### config.mk
export PLATFORM = sky130hd
export DESIGN_NAME = note_sequencer_ctrl
export DESIGN_NICKNAME = d
export VERILOG_FILES = /design/src/rtl/note_sequencer_ctrl.sv
export SDC_FILE = /design/constraint.sdc
export NUM_CORES = 1
export LEC_CHECK = 0
export CAP_MARGIN = 30
export CORE_ASPECT_RATIO = 1.5
export CORE_MARGIN = 2
export CORE_UTILIZATION = 50
export DETAILED_ROUTE_END_ITERATION = 16
export PLACE_DENSITY = 0.73
export SLEW_MARGIN = 25
export SYNTH_ARGS = -nofsm -noshare
export SYNTH_HDL_FRONTEND = slang
export SYNTH_SLANG_ARGS = --single-unit
export TNS_END_PERCENT = 50
### constraint.sdc
create_clock -name clk -period 2 [get_ports clk]
set_input_delay 0.2 -clock clk [delete_from_list [all_inputs] [get_ports clk]]
set_output_delay 0.2 -clock clk [all_outputs]
set_load 0.01 [all_outputs]
### src/rtl/note_sequencer_ctrl.sv
// Control FSM for the note datapath: turns debounced key edges into store and
// playback strobes, and tracks how many notes the 16-entry memory holds.
module note_sequencer_ctrl #(
  parameter int NOTE_TICKS = 12_500_000,
  parameter int TICK_W     = 26
) (
  input  logic       clk,
  input  logic       reset,
  input  logic       store_key_i,
  input  logic       play_key_i,
  input  logic       stop_key_i,
  input  logic       loop_en_i,
  output logic       ld_note_o,
  output logic       ld_play_o,
  output logic       next_note_en_o,
  output logic [3:0] note_counter_o,
  output logic       display_note_o,
  output logic [4:0] note_count_o,
  output logic       full_o
);

  typedef enum logic [2:0] {
    IDLE,
    STORE,
    STORE_GAP,
    PLAY_LOAD,
    PLAY_HOLD
  } state_t;

  // Hold ends one tick early because PLAY_LOAD itself is the first cycle of a note.
  localparam logic [TICK_W-1:0] LAST_TICK = TICK_W'(NOTE_TICKS - 2);

  state_t            state_q, state_d;
  logic [TICK_W-1:0] tick_q, tick_d;
  logic [3:0]        noteIdx_q, noteIdx_d;
  logic [4:0]        noteCount_q, noteCount_d;
  logic              storeKey_q, playKey_q, stopKey_q;
  logic              storeRise, playRise, stopRise;

  assign storeRise = store_key_i & ~storeKey_q;
  assign playRise  = play_key_i  & ~playKey_q;
  assign stopRise  = stop_key_i  & ~stopKey_q;

  always_comb begin
    state_d     = state_q;
    tick_d      = tick_q;
    noteIdx_d   = noteIdx_q;
    noteCount_d = noteCount_q;
    case (state_q)
      IDLE: begin
        if (!stopRise) begin
          if (playRise) begin
            if (noteCount_q != 5'd0) begin
              state_d   = PLAY_LOAD;
              noteIdx_d = 4'd0;
            end
          end else if (storeRise) begin
            state_d = STORE;
          end
        end
      end
      STORE: begin
        if (noteCount_q != 5'd16) noteCount_d = noteCount_q + 5'd1;
        state_d = STORE_GAP;
      end
      STORE_GAP: state_d = IDLE;
      PLAY_LOAD: begin
        if (stopRise) begin
          state_d   = IDLE;
          noteIdx_d = 4'd0;
        end else begin
          tick_d  = '0;
          state_d = PLAY_HOLD;
        end
      end
      PLAY_HOLD: begin
        if (stopRise) begin
          state_d   = IDLE;
          noteIdx_d = 4'd0;
        end else if (tick_q == LAST_TICK) begin
          if (({1'b0, noteIdx_q} + 5'd1) < noteCount_q) begin
            noteIdx_d = noteIdx_q + 4'd1;
            state_d   = PLAY_LOAD;
          end else begin
            noteIdx_d = 4'd0;
            state_d   = loop_en_i ? PLAY_LOAD : IDLE;
          end
        end else begin
          tick_d = tick_q + 1'b1;
        end
      end
      default: state_d = IDLE;
    endcase
  end

  // Strobes are registered from the next state so every output is a clean flop.
  always_ff @(posedge clk) begin
    if (!reset) begin
      state_q        <= IDLE;
      tick_q         <= '0;
      noteIdx_q      <= 4'd0;
      noteCount_q    <= 5'd0;
      storeKey_q     <= 1'b0;
      playKey_q      <= 1'b0;
      stopKey_q      <= 1'b0;
      ld_note_o      <= 1'b0;
      ld_play_o      <= 1'b0;
      next_note_en_o <= 1'b0;
      display_note_o <= 1'b0;
      full_o         <= 1'b0;
    end else begin
      state_q        <= state_d;
      tick_q         <= tick_d;
      noteIdx_q      <= noteIdx_d;
      noteCount_q    <= noteCount_d;
      storeKey_q     <= store_key_i;
      playKey_q      <= play_key_i;
      stopKey_q      <= stop_key_i;
      ld_note_o      <= (state_d == STORE);
      ld_play_o      <= (state_d == PLAY_LOAD) || (state_d == PLAY_HOLD);
      next_note_en_o <= (state_d == PLAY_LOAD);
      display_note_o <= (state_d == PLAY_LOAD) || (state_d == PLAY_HOLD);
      full_o         <= (noteCount_d == 5'd16);
    end
  end

  assign note_counter_o = noteIdx_q;
  assign note_count_o   = noteCount_q;

endmodule

==> metrics.csv <==
stage;metric;value;unit
run_status;outcome;complete, no violations;
cells_and_area;Synth-to-Final Area Change;34.50;%
pwr;maximum vdd drop;0.0003659;V
placement;PortBufs;19;
floorplan;die width;60.49;µm
detailed_routing;routed length per instance;15.54;µm
pwr;clock share of power;0.418;
grt;first-pass GRT wire length;9901;µm
cells_and_area;sequential cell area;917.1;µm²
timing;Final min period;1996;ps
worst_setup_path;Crit path required time;2220;ps
synth;syn nets;293;
timing;Final Hold Vio Count;0;
detailed_routing;Via density;5.667;
clock_tree;clock transition at the registers of the reported paths;80;ps
worst_setup_path;Worst R2R Start;note_counter_o[0];
floorplan;CORE AREA;4579;µm²
worst_setup_path;critical path type;flop to flop;
clock_tree;clk buf depth;2;
worst_hold_path;hold depth;2;
placement;Setup WS pre-CTS;-65.65;ps
cells_and_area;share of cells above drive strength 1;0.2661;
worst_setup_path;CP max stage cell;dfxtp_2;
floorplan;full die area;5368;µm²
cells_and_area;Fillers;374;
pwr;switch share;0.2155;
timing;max-slew violations;0;
floorplan;Initial Util;0.5227;
worst_hold_path;Hold Startpoint;play_key_i;
timing;RSZ-0062 raised after global routing;yes;
detailed_routing;via count;2301;
worst_setup_path;worst r2r path cells;9;
synth;ys flop type;dfxtp_1;
clock_tree;CTS Buf Count;5;
grt;largest net degree at the start of global routing;16;
synth;Seq cells post-synth;45;
detailed_routing;# DRC;0;
pwr;Sw Pwr;0.3732;mW
grt;initial antenna violation count;0;
synth;mean cell area of the mapped netlist;8.610;µm²
synth;Cells after Synth;278;
floorplan;die height;88.74;µm
pwr;Int Power;1.359;mW
timing;post-route worst setup slack;4.172;ps
worst_hold_path;end of the worst hold path;playKey_q;
pwr;Lkg Pwr;1.237;nW
timing;Rel. slew slack;0.6037;
worst_setup_path;reg2reg setup slack;4;ps
detailed_routing;met2 wire len;3528;µm
pwr;Comb power frac;0.059;
timing;Fmax achieved;501.0;MHz
detailed_routing;DRT Wirelength;6310;µm
clock_tree;# H-tree levels;2;
timing;fin crit share;0.9979;
pwr;Power Density;538.1;nW/µm²
synth;unique cell type count in the Yosys netlist;48;
grt;vias in the first global route;2255;
detailed_routing;first-pass iteration count of the detailed router;5;
worst_setup_path;crit-path max FO;5;
cells_and_area;multi-input combinational cell area;1536;µm²
detailed_routing;met3 routed WL;180;µm
timing;Setup violations, final;0;
synth;YS warnings;0;
pwr;total power;1.732;mW
detailed_routing;1st-iter DRT viols;99;
worst_hold_path;HP Class;input pin to flop;
worst_setup_path;CP delay by family, top;compound AO/OA/AOI/OAI gates;
worst_setup_path;max incr delay on CP;340;ps
grt;global route total overflow;0;
worst_setup_path;cell chain of the critical path;ha_4, xor2_1, ha_1, a21o_1, a31oi_1, o21a_1, o211ai_1, buf_4, o21ai_0;
synth;Post-Syn Area;2394;µm²
pwr;Seq pwr share;0.523;
synth;Post-synth EDFFs;0;
detailed_routing;Highest Signal Layer;met4;
clock_tree;clock root cell;clkbuf_8;
clock_tree;hold_buf cts;0;
worst_setup_path;critical path arrival;2220;ps
placement;Post-DP HPWL;4450;µm
detailed_routing;antenna-violating nets left;0;
detailed_routing;M1 WL;2385;µm
clock_tree;clock sinks;45;
worst_setup_path;crit start category;flop;
clock_tree;CTS tree;built;
worst_setup_path;Buf/Inv on CP;1;
worst_setup_path;Critical Path End Type;flop;
timing;clk_skew;6.047;ps
timing;setup TNS;0;ps
floorplan;Rows;30;
clock_tree;latest clock arrival within the worst-skew pair;310;ps
placement;RD Place Congestion;0.8670;
timing;Worst Hold Margin;484.2;ps
floorplan;Boundary Pins;20;
timing;Slew @ Worst Pin;590.5;ps
synth;Async SR Flop Fraction;0;
cells_and_area;Final Net Count;356;
cells_and_area;Diodes inserted;0;
job;max-cap violations;0;
worst_setup_path;r2r endpoint;state_q[0];
grt;Tot GR Track Use;0.2463;
synth;sequential area share after synthesis;0.3764;
==> sequential cells by signal (all words and copies together) (netlist names) <==
| register | cells |
|---|---|
| tick_q | 26 |
| note_count_o | 5 |
| note_counter_o | 4 |
| state_q | 3 |
| display_note_o | 1 |
| full_o | 1 |
| ld_note_o | 1 |
| next_note_en_o | 1 |
| playKey_q | 1 |
| stopKey_q | 1 |
| storeKey_q | 1 |
==> synth_stat cells, types with 8 or more instances <==
cell,count,area share
nand3_1,14,0.029
dfxtp_1,45,0.38
inv_1,8,0.013
nand4_1,9,0.024
a21oi_1,16,0.033
nand2_1,24,0.038
xor2_1,11,0.040
and3_1,12,0.031
nor2_1,19,0.030
or4_1,8,0.025
ha_1,9,0.047
and2_1,11,0.029
o21ai_0,14,0.029
==> routing by layer <==
layer / track usage / vias to the layer above
met2: 0.4694 / 52
met4: 0.1265 / 0
met5: 0 / -
met1: 0.2541 / 1085
li1: - / 1147
met3: 0.02778 / 17
==> timing repair <==
action,4_1_cts,5_1_grt
endpoints found under the setup margin,5,14
setup buffers,3,5
endpoints found under the hold margin,0,0
cloned,0,1
pin swaps,11,12
resized for setup,11,26
==> cell families (layout without fill, tap and decap cells) <==
logic type	count (synthesis)	after routing	share of synthesized area
multiplexers	3	3	0.01255
XOR/XNOR	15	15	0.05489
AND/OR/NAND/NOR	135	136	0.3288
flip-flops	45	45	0.3764
buffers and inverters	17	80	0.03502
AO/OA/AOI/OAI	54	54	0.1453
adder cells (fa/ha/maj)	9	9	0.04705
==> layout by cell type (no fill, tap or decap), drive strengths merged, types with 11 or more instances in the layout <==
cell | Yosys | routed
xor2 | 11 | 11
dfxtp | 45 | 45
and3 | 12 | 12
a21oi | 17 | 17
and2 | 11 | 11
clkdlybuf4s50 | 0 | 19
nand2 | 25 | 25
nand3 | 16 | 17
nor2 | 19 | 19
buf | 4 | 45
o21ai | 14 | 14
==> stage by stage <==
stage / instances / area (µm²) / util
after floorplan: 278 / 2395 / -
after global placement: 389 / 2889 / 0.6309
after detailed placement: 389 / 2889 / 0.6309
after CTS: 400 / 3074 / 0.6713
after global routing: 406 / 3219 / 0.7030
final: 406 / 3219 / 0.7030
==> worst max-delay path by stage <==
stage | from | depth (start not counted) | to | slack [ps]
5_1_grt | note_counter_o[0] | 9 | state_q[0] | -90
6_report | note_counter_o[0] | 9 | state_q[0] | 4
3_5_place_dp | stop_key_i | 7 | tick_q[22] | -70
4_1_cts | note_counter_o[1] | 9 | display_note_o | 0.05
2_1_floorplan | note_counter_o[0] | 9 | display_note_o | 0.4
3_3_place_gp | stop_key_i | 7 | tick_q[20] | -40
==> power by group through the flow <==
stage               Clock [mW]  Combinational (mW)  Sequential [mW]
global placement             0              0.0997            0.927
CTS                      0.731               0.101            0.906
finish                   0.724               0.103            0.905
detailed placement           0               0.100            0.927
global route             0.768               0.113            0.906
floorplan                    0              0.0493            0.929
==> layout make-up <==
class / count / share of cell area
clock inverters: 1 / 0.009328
well taps: 64 / 0.02487
inverters: 8 / 0.009328
clock buffers: 7 / 0.02682
flip-flops and latches: 45 / 0.2849
multi-input cells: 217 / 0.4773
repair buffers: 64 / 0.1675
Note: power is estimated with default switching activity, not from simulation.
